[src/rtl/auth_timeout_bank.sv]
// auth_timeout_bank: N_CH independent authentication timeout channels with sticky expiry.
// Optional shared tick prescaler is built when TIMEOUT_PRESCALER_EN is defined.
module auth_timeout_bank #(
   parameter int N_CH       = 4,
   parameter int CNT_W      = 32,
   parameter int PRESCALE_W = 8
) (
   input  logic                    clk,
   input  logic                    reset,
   input  logic [N_CH-1:0]         start,
   input  logic [N_CH-1:0]         stop,
   input  logic [N_CH-1:0]         err_clr,
   input  logic [N_CH*CNT_W-1:0]   timeout_val,
   input  logic [PRESCALE_W-1:0]   prescale_div,
   output logic [N_CH-1:0]         busy,
   output logic [N_CH-1:0]         expired,
   output logic [N_CH-1:0]         expired_pulse,
   output logic                    error_busy
);

   typedef enum logic [1:0] {
      ST_IDLE    = 2'd0,
      ST_RUN     = 2'd1,
      ST_EXPIRED = 2'd2
   } ch_state_t;

   logic tick;

`ifdef TIMEOUT_PRESCALER_EN
   logic [PRESCALE_W-1:0] psc_q;

   assign tick = (psc_q == prescale_div);

   // A divider lowered below the current count wraps through the counter maximum.
   always_ff @(posedge clk or posedge reset) begin
      if (reset) begin
         psc_q <= '0;
      end else if (tick) begin
         psc_q <= '0;
      end else begin
         psc_q <= psc_q + PRESCALE_W'(1);
      end
   end
`else
   logic unused_prescale;

   assign tick            = 1'b1;
   assign unused_prescale = ^prescale_div;
`endif

   for (genvar i = 0; i < N_CH; i++) begin : g_ch
      ch_state_t        state_q;
      logic [CNT_W-1:0] cnt_q;
      logic [CNT_W-1:0] limit_q;
      logic             pulse_q;
      logic [CNT_W-1:0] new_limit;
      logic [CNT_W-1:0] cnt_inc;
      logic             new_zero;
      ch_state_t        restart_state;

      assign new_limit     = timeout_val[i*CNT_W +: CNT_W];
      assign cnt_inc       = cnt_q + CNT_W'(1);
      assign new_zero      = (new_limit == '0);
      assign restart_state = new_zero ? ST_EXPIRED : ST_RUN;

      // NOTE: state is updated with non-blocking assignments so every flop in this
      // block samples pre-edge values, independent of statement order.
      always_ff @(posedge clk or posedge reset) begin
         if (reset) begin
            state_q <= ST_IDLE;
            cnt_q   <= '0;
            limit_q <= '0;
            pulse_q <= 1'b0;
         end else begin
            pulse_q <= 1'b0;
            unique case (state_q)
               ST_IDLE: begin
                  if (stop[i]) begin
                     cnt_q <= '0;
                  end else if (start[i]) begin
                     limit_q <= new_limit;
                     cnt_q   <= '0;
                     state_q <= restart_state;
                     pulse_q <= new_zero;
                  end
               end
               ST_RUN: begin
                  if (stop[i]) begin
                     state_q <= ST_IDLE;
                     cnt_q   <= '0;
                  end else if (start[i]) begin
                     limit_q <= new_limit;
                     cnt_q   <= '0;
                     state_q <= restart_state;
                     pulse_q <= new_zero;
                  end else if (tick) begin
                     // Equality compare: the count stops at the limit and never wraps.
                     cnt_q <= cnt_inc;
                     if (cnt_inc == limit_q) begin
                        state_q <= ST_EXPIRED;
                        pulse_q <= 1'b1;
                     end
                  end
               end
               ST_EXPIRED: begin
                  if (stop[i] || err_clr[i]) begin
                     state_q <= ST_IDLE;
                     cnt_q   <= '0;
                  end else if (start[i]) begin
                     limit_q <= new_limit;
                     cnt_q   <= '0;
                     state_q <= restart_state;
                     pulse_q <= new_zero;
                  end
               end
               default: begin
                  state_q <= ST_IDLE;
                  cnt_q   <= '0;
               end
            endcase
         end
      end

      assign busy[i]          = (state_q == ST_RUN);
      assign expired[i]       = (state_q == ST_EXPIRED);
      assign expired_pulse[i] = pulse_q;
   end

   // Aggregate lags the per-channel expiry by one edge.
   always_ff @(posedge clk or posedge reset) begin
      if (reset) begin
         error_busy <= 1'b0;
      end else begin
         error_busy <= |expired;
      end
   end

endmodule

[config.mk]
export PLATFORM = sky130hd
export DESIGN_NAME = auth_timeout_bank
export DESIGN_NICKNAME = d
export VERILOG_FILES = /design/src/rtl/auth_timeout_bank.sv
export SDC_FILE = /design/constraint.sdc
export NUM_CORES = 1
export LEC_CHECK = 0
export ABC_AREA = 1
export BUFFER_PORTS_ARGS = -buffer_cell sky130_fd_sc_hd__buf_4
export CAP_MARGIN = 20
export CORE_AREA = 5 5 175 177
export CTS_BUF_LIST = sky130_fd_sc_hd__clkbuf_8
export DETAILED_ROUTE_END_ITERATION = 6
export DIE_AREA = 0 0 180 182
export PLACE_DENSITY = 0.85
export REMOVE_ABC_BUFFERS = 1
export SLEW_MARGIN = 10
export SYNTH_ARGS = -nofsm -noshare
export SYNTH_HDL_FRONTEND = slang
export SYNTH_SLANG_ARGS = --single-unit
[constraint.sdc]
create_clock -name clk -period 24.9 [get_ports clk]
set_clock_uncertainty 0.05 [all_clocks]
set_input_delay 1.245 -clock clk [delete_from_list [all_inputs] [get_ports clk]]
set_output_delay 1.245 -clock clk [all_outputs]
set_load 0.03 [all_outputs]
==> flow_summary.yaml, run 1 <==
outcome:
  status: "finished clean"
worst_setup_path:
  regToRegSetupSlack_ps: 21980
  cp_slowest_cell: "clkinv_1"
  r2r_start: "g_ch[2].state_q[1]"
  max_stage_delay_ps: 950
  worst-endpoint-required_ps: 25300
  r2r_end: "g_ch[2].cnt_q[4]"
  path_max_fanout: 26
  rr_worst_depth: 5
  cp-start-kind: "input pin"
  crit_chain: "buf_4 -> inv_1 -> nand2_1 -> nor2_1 -> clkinv_1 -> o22ai_1"
  path_delay_family: "buffers and inverters"
  end_kind: "flip-flop"
  critPathBufInv: 3
  critPathKind: "input pin to flip-flop"
  worst_ep_arrival_time_ps: 3550
finish:
  final_core_util_pct: 67.1
  fin_cells: 3097
  drive_gt1_share_pct: 12.5
  diodes: 0
  num-nets-final: 2837
  fillers: 2536
  area_delta_synth_final_pct: 14.3
synth:
  synth_top_area_cell: "dfrtp_1"
  synth_top_area_share_pct: 39.4
  synth_flop_cell: "dfrtp_1"
  synthArstFlopShare_pct: 100
  netlist_top_cells_count: "873 x nand2_1, 307 x nor2_1, 290 x inv_1"
  synth_edf_count: 0
  netlist_area_mm2: 0.0171
  postSynthRegisterBits: 269
  yosysUniqueCellTypes: 40
  synth_most_common_cell: "nand2_1"
  syn_inst: 2517
  syn_area_per_cell_um2: 6.78
  yosys_warnings: 0
  synthTopCellsByArea: "dfrtp_1 39%, nand2_1 19%, nor2_1 6.8%, nand3_1 6.7%, inv_1 6.4%"
  seq_area_frac_synth_pct: 39.4
worst_hold_path:
  hold-path-endpoint: "g_ch[2].limit_q[29]"
  hold_depth: 2
  hold_path.class: "flip-flop to flip-flop"
  hp-start: "g_ch[2].limit_q[29]"
floorplanning:
  io_pins: 163
  rows: 63
  fp.dieH_um: 182
  start_util_pct: 58.7
  die-area_mm2: 0.0328
  die_width_um: 180
  coreArea_mm2: 0.0291
timing:
  slew_violations: 0
  hold_viol_final: 0
  fmax_ghz: 0.317
  min_period_over_period_pct: 12.7
  rsz0062_at_grt: "no"
  period_needed_ps: 3150
  setup-violations-final: 0
  tns_ps: 0
  slew_headroom_pct: 38.2
  hold_slack_ps: 448
  tightest_slew_ps: 925
place:
  io_buffers: 154
  placed_cells: 3021
  place_hpwl_um: 35900
  gp_congestion: 0.958
run:
  maxCapViolations: 0
clock_tree:
  insertion_delay_ps: 570
  cts-buffers-inserted: 47
  clk_pin_slew_ps: 60
  root_buffer: "clkbuf_8"
  htreeDepth: 2
  cts_setup_buffers: 0
  cts_tree: "done"
  cts_num_sinks: 269
  clock_path_buffers: 3
  cts_hold_buf: 0
  cts_resized: 0
global_routing:
  grt_max_degree: 113
  grt_first_pass_wirelength_um: 79500
  antenna_found_initial: 0
  grt_overflow: 0
  grt_usage_pct: 28.7
  grt_pass1_vias: 16900
drt:
  wl_met2_um: 22600
  wl_met3_um: 3390
  avgViaCountPerCell: 5.62
  vias: 17400
  drt-met1-wl_um: 20300
  first_pass_iters: 6
  route.detailed.drc: 0
  drtIter0Drc: 1443
  antenna_left: 0
  routed_wl_um: 48300
  highest_layer: "met4"
  wl_per_cell_um: 15.6
pwr:
  ir_worst_vdd_mv: 0.0559
  p_leak_nw: 9.30
  p_per_area_mw_per_mm2: 64.9
placed cells by master (no fill, tap or decap), types with 5 or more instances in the layout:
master | Yosys | layout
nand2_1 | 873 | 873
nor2_1 | 307 | 307
inv_1 | 290 | 305
dfrtp_1 | 269 | 269
nand3_1 | 230 | 229
buf_4 | 4 | 163
o22ai_1 | 93 | 93
o21ai_0 | 86 | 86
clkbuf_8 | 0 | 54
nand3b_1 | 53 | 53
a21oi_1 | 50 | 50
mux2_2 | 30 | 30
nor4_1 | 30 | 30
nor2_2 | 22 | 22
nand2_2 | 21 | 21
nor2_4 | 20 | 20
nand4_1 | 20 | 20
xor2_1 | 12 | 12
o21ai_1 | 10 | 10
nand3_2 | 4 | 5
inv_2 | 5 | 5
and2_1 | 5 | 5
nand2_4 | 5 | 5
xnor2_1 | 5 | 5
sequential cells by signal, indices dropped and copies added, names as in the netlist:
signal,cells
error_busy,1
g_ch.cnt_q,128
g_ch.limit_q,128
g_ch.pulse_q,4
g_ch.state_q,8
power breakdown:
| part | switching [mW] | internal, mW |
|---|---|---|
| logic | 0.189 | 0.127 |
| clock network | 0.183 | 0.204 |
| registers | 0.0575 | 0.506 |
stage by stage:
stage                     total power [mW]  setup WS (ps)  cell area, um^2
after floorplan                      0.767          16190            16900
final                                 1.27          21750            19500
after detailed placement             0.878          21170            18600
after global placement               0.863          21220            18600
after global routing                  1.34          21590            19500
after CTS                             1.26          21760            19400
cell type report:
class	instances	area, um^2	area share [%]
inverters	298	1130	5.77
flip-flops and latches	269	6730	34.5
well taps	390	488	2.50
repair buffers	167	1300	6.67
multi-input cells	1900	9020	46.2
clock buffers	54	743	3.81
clock inverters	19	100	0.513
worst max path at each step:
stage / startpoint / end / slack, ps / cells past startpoint
2_1_floorplan: reset / error_busy / 16190 / 1
3_3_place_gp: stop[2] / g_ch[2].cnt_q[2] / 21220 / 6
3_5_place_dp: stop[2] / g_ch[2].cnt_q[2] / 21170 / 6
4_1_cts: stop[2] / g_ch[2].cnt_q[2] / 21760 / 6
5_1_grt: stop[2] / g_ch[2].cnt_q[2] / 21590 / 6
6_report: stop[2] / g_ch[2].cnt_q[4] / 21750 / 6
per-layer routing:
layer	track usage, %	vias to the layer above
li1	-	8453
met1	37.7	8122
met2	48.1	685
met3	4.57	142
met4	11.2	0
met5	0	-
worst reg2reg max path, stage by stage (launching register included):
cell      delay [ps]
dfrtp_1          420
nor2_1           200
nand2_1          140
nor2_1           590
clkinv_1         960
o22ai_1          460
cells by family after synthesis:
group / after synthesis / share of synthesized area (%)
compound gates: 249 / 8.15
xor+xnor: 21 / 1.41
fa+ha+maj: 4 / 0.293
buf+inv: 348 / 7.76
flops: 269 / 39.4
mux: 30 / 1.98
simple gates: 1596 / 41.0
No activity file was read; power rests on OpenSTA's default activity.
==> run 2, diff against run 1 <==
clock period = 3 ns   (was 24.9 ns; I/O delays follow)
==> flow_summary.yaml, run 2 (synthesized netlist as in run 1, its figures left out) <==
worst_setup_path:
  crit_chain: "ha_2 -> nand2_2 -> nor2_4 -> nand3b_1 -> o21ai_2 -> and2_1 -> nor2_1 -> nor2_1 -> nand2_1 -> nor2_1 -> nand3_1 -> nand2_1 -> nand2_1 -> nand2_1 -> dlygate4sd3_1"
  path_depth: 15
  end_kind: "flip-flop"
  cp_slowest_cell: "dlygate4sd3_1"
  path_delay_family: "simple AND/OR/NAND/NOR gates"
  max_stage_delay_ps: 530
  crit_top_cell: "nand2_1"
  worst-endpoint-required_ps: 3470
  rr_worst_depth: 15
  worst_ep_arrival_time_ps: 3390
  critPathKind: "flip-flop to flip-flop"
  critPathBufInv: 1
  cp-start-kind: "flip-flop"
  path_max_fanout: 5
floorplanning:
  io_pins: 163
  die_width_um: 180
  fp.dieH_um: 182
  rows: 63
  die-area_mm2: 0.0328
  coreArea_mm2: 0.0291
  start_util_pct: 58.7
finish:
  drive_gt1_share_pct: 12.7
  num-nets-final: 3021
  finish.instance_area_mm2: 0.0214
  fin_cells: 3293
  final_core_util_pct: 73.6
  layout_commonest_cell: "nand2_1"
  area_delta_synth_final_pct: 25.5
  top_regs: "g_ch.cnt_q (128), g_ch.limit_q (128), g_ch.state_q (8)"
  layout_common_cells: "872 x nand2_1, 306 x nor2_1, 304 x inv_1"
  fillers: 2190
timing:
  slew_headroom_pct: 32.5
  tns_ps: 0
  min_period_over_period_pct: 97.1
  setup-violations-final: 0
  hold_slack_ps: 73.9
  slew_violations: 0
  tightest_slew_ps: 1010
  fmax_ghz: 0.343
  period_needed_ps: 2910
  fin_ws_ps: 87.5
  hold_viol_final: 0
drt:
  drtIter0Drc: 1756
  vias: 18700
  antenna_left: 0
  first_pass_iters: 7
  route.detailed.drc: 1
  wl_per_cell_um: 17.0
  routed_wl_um: 55900
  avgViaCountPerCell: 5.67
place:
  placed_cells: 3033
  dpl-instance-area_mm2: 0.0187
  gp_congestion: 0.956
  io_buffers: 154
  dp_slack_ps: 485
  place_hpwl_um: 36900
pwr:
  p_per_area_mw_per_mm2: 517
  ir_worst_vdd_mv: 0.458
  report.power.total_mw: 11.1
  p_leak_nw: 10.1
global_routing:
  grt_usage_pct: 33.1
  grt_max_degree: 92
  antenna_found_initial: 2
  grt_first_pass_wirelength_um: 90200
  grt_overflow: 0
  grt_pass1_vias: 18600
worst_hold_path:
  hold_depth: 6
  hold_path.class: "input pin to flip-flop"
clock_tree:
  clk_pin_slew_ps: 60
  htreeDepth: 2
  root_buffer: "clkbuf_8"
  cts_num_sinks: 269
  cts_tree: "done"
  cts-buffers-inserted: 48
  insertion_delay_ps: 590
  clock_path_buffers: 3
outcome:
  failed_checks: "design-rule violations"
  status: "finished, violations left"
run:
  maxCapViolations: 0
run 2: changes by cell type in the layout (fill, tap and decap cells not counted), sizes merged:
cell / delta
diode: +2
clkinv: +9
inv: -1
bufinv: +1
buf: +12
clkinvlp: +2
dlygate4sd3: +171
run 2: layer usage:
metal	vias to the layer above	part of all wire, %	global-route usage [%]
met2	918	48	56.6
met3	265	7.5	6.07
met4	0	5.6	16.3
met5	-	0	0
met1	8675	39	40.5
li1	8817	-	-
run 2: where the power goes:
| part | internal (mW) | total, mW | switching (mW) |
|---|---|---|---|
| Clock | 1.82 | 3.45 | 1.63 |
| Combinational | 1.22 | 2.94 | 1.72 |
| Sequential | 4.20 | 4.69 | 0.487 |
| Total | 7.24 | 11.1 | 3.84 |
run 2: final cells by class:
| class | count | area [um^2] | share of cell area (%) |
|---|---|---|---|
| Tap cell | 390 | 488 | 2.28 |
| Multi-Input combinational cell | 1900 | 9050 | 42.3 |
| Clock buffer | 54 | 743 | 3.47 |
| Inverter | 298 | 1130 | 5.26 |
| Antenna cell | 2 | 5.00 | 0.0234 |
| Clock inverter | 30 | 186 | 0.870 |
| Timing Repair Buffer | 350 | 3080 | 14.4 |
| Sequential cell | 269 | 6730 | 31.4 |
run 2: path summary, 6_finish.rpt:
kind                                     start                   to  slack, ps
min                                 err_clr[3]   g_ch[3].state_q[1]         70
min reg2reg                g_ch[3].limit_q[25]  g_ch[3].limit_q[25]        430
max                           g_ch[1].cnt_q[0]      g_ch[1].pulse_q         90
max in group asynchronous                reset    g_ch[3].cnt_q[30]       1830
max reg2reg                   g_ch[1].cnt_q[0]      g_ch[1].pulse_q         90
min in group asynchronous                reset     g_ch[0].cnt_q[4]        170
run 2: worst min-delay path, cell delays in order:
cell and delay, ps:
buf_4 90, nor2_1 50, nand2_1 150, o211ai_1 110, nand2_1 70, nor2_1 40
run 2: repair_timing:
action / CTS / global route
gates resized for setup: 0 / 10
hold buffers: 171 / 0
endpoints found under the hold margin: 231 / 0
setup buffers: 0 / 3
endpoints found under the setup margin: 0 / 1
==> run 3, diff against run 2 <==
CELL_PAD_IN_SITES_DETAIL_PLACEMENT = 1   (was not set)
CELL_PAD_IN_SITES_GLOBAL_PLACEMENT = 1   (was not set)
CORE_AREA = 5 5 201 203   (was 5 5 175 177)
DIE_AREA = 0 0 206 208   (was 0 0 180 182)
PLACE_DENSITY = 0.88   (was 0.85)
==> flow_summary.yaml, run 3 (synthesized netlist as in run 1, its figures left out) <==
worst_setup_path:
  critPathKind: "flip-flop to flip-flop"
  cp_slowest_cell: "dlygate4sd3_1"
  regToRegSetupSlack_ps: 90
  max_stage_delay_ps: 530
  path_delay_family: "simple AND/OR/NAND/NOR gates"
  path_max_fanout: 6
  path_depth: 18
  crit_chain: "buf_4 -> nand2_2 -> nor2_4 -> nand2_4 -> nor2_4 -> nand2_2 -> nand2_1 -> nand2_1 -> nand2_1 -> nand2_1 -> nor2_2 -> nand2_1 -> nor2_1 -> nand3_2 -> nand2_1 -> nand2_1 -> nand2_1 -> dlygate4sd3_1"
  critPathBufInv: 2
  end_kind: "flip-flop"
  worst-endpoint-required_ps: 3530
  worst_ep_arrival_time_ps: 3440
  cp-start-kind: "flip-flop"
  rr_worst_depth: 18
  crit_top_cell: "nand2_1"
timing:
  period_needed_ps: 2910
  slew_violations: 0
  min_period_over_period_pct: 96.9
  setup-violations-final: 0
  tightest_slew_ps: 993
  tns_ps: 0
  slew_headroom_pct: 33.7
  fmax_ghz: 0.344
  hold_viol_final: 0
  hold_slack_ps: 170
drt:
  highest_layer: "met4"
  avgViaCountPerCell: 5.66
  first_pass_iters: 5
  wl_per_cell_um: 20.9
  vias: 19500
  route.detailed.drc: 0
  routed_wl_um: 71900
  drt-met1-wl_um: 27400
  wl_met2_um: 36700
  drtIter0Drc: 1332
  wl_met3_um: 3960
  antenna_left: 0
place:
  gp_congestion: 0.888
  io_buffers: 154
  dpl-instance-area_mm2: 0.0189
  place_hpwl_um: 43000
global_routing:
  grt_usage_pct: 33.2
  grt_overflow: 0
  grt_max_degree: 94
  grt_pass1_vias: 21500
  grt_first_pass_wirelength_um: 115000
  antenna_found_initial: 6
pwr:
  switchingPower_mw: 4.26
  ir_worst_vdd_mv: 0.407
  power_frac_seq_pct: 40.0
  report.power.total_mw: 11.8
  p_per_area_mw_per_mm2: 543
  p_int_mw: 7.58
  sw_frac_of_total_pct: 36.0
  combPwrFrac_pct: 27.0
  p_leak_nw: 10.2
  power.share.clock_pct: 33.1
finish:
  area_delta_synth_final_pct: 27.8
  num-nets-final: 3036
  drive_gt1_share_pct: 13.2
  final_core_util_pct: 57.0
  layout_common_cells: "871 x nand2_1, 309 x inv_1, 302 x nor2_1"
  layout_commonest_cell: "nand2_1"
  finish.instance_area_mm2: 0.0218
  top_regs: "g_ch.cnt_q (128), g_ch.limit_q (128), g_ch.state_q (8)"
clock_tree:
  cts-buffers-inserted: 52
  clock_path_buffers: 3
  root_buffer: "clkbuf_8"
  insertion_delay_ps: 650
  cts_tree: "done"
  htreeDepth: 2
  clk_pin_slew_ps: 70
  cts_num_sinks: 269
outcome:
  status: "finished clean"
floorplanning:
  start_util_pct: 44.6
  rows: 72
  fp.dieH_um: 208
  die_width_um: 206
  coreArea_mm2: 0.0383
  die-area_mm2: 0.0428
  io_pins: 163
run:
  maxCapViolations: 0
worst_hold_path:
  hold_path.class: "input pin to asynchronous set/reset pin"
## run 3: changes by cell type in the layout (fill, tap and decap cells not counted), sizes merged
cell	before	now
clkinvlp	2	0
diode	2	7
clkinv	14	5
clkbuf	54	69
inv	310	316
dlygate4sd3	171	172
buf	179	189
bufinv	2	1
## run 3: final timing paths
check,from,end
max reg2reg,g_ch[2].cnt_q[0],g_ch[2].pulse_q
min,reset,g_ch[3].cnt_q[3]
max,g_ch[2].cnt_q[0],g_ch[2].pulse_q
max in group asynchronous,reset,g_ch[0].limit_q[21]
min reg2reg,g_ch[2].limit_q[28],g_ch[2].limit_q[28]
min in group clk,timeout_val[20],g_ch[0].limit_q[20]
## run 3: metrics by stage
step | instances | setup WS (ps)
global placement | 3166 | 570
floorplan | 2467 | -4610
finish | 3446 | 92.9
detailed placement | 3166 | 461
CTS | 3431 | 49.2
global route | 3445 | -22.8
## run 3: timing repair
item	CTS	global route
endpoints found under the setup margin	0	1
hold endpoints to repair	238	0
resized for setup	0	10
buffers inserted	0	8
hold buffers	172	0
## run 3: metal layers
| layer | global-route usage, % | vias up |
|---|---|---|
| met2 | 59.2 | 800 |
| met4 | 16.8 | 0 |
| met5 | 0 | - |
| li1 | - | 8847 |
| met1 | 38.4 | 9553 |
| met3 | 5.03 | 290 |
## run 3: cell type report
type,instances,area (um^2)
fill,4974,16500
multi-input combinational,1900,9050
sequential,269,6730
timing repair buffer,361,3170
inverter,298,1130
clock buffer,69,950
tap,518,648
clock inverter,24,124
antenna,7,17.5
## run 3: power by group through the flow
stage	registers, mW	logic (mW)	clock network (mW)
2_1_floorplan	4.58	1.78	0
3_3_place_gp	4.69	2.58	0
3_5_place_dp	4.73	2.70	0
4_1_cts	4.67	2.93	3.93
5_1_grt	4.79	3.47	4.12
6_report	4.73	3.19	3.91
## run 3: worst min-delay path, delay by kind of cell
family                 cells  cell delay, ps
buffers and inverters      3            1200
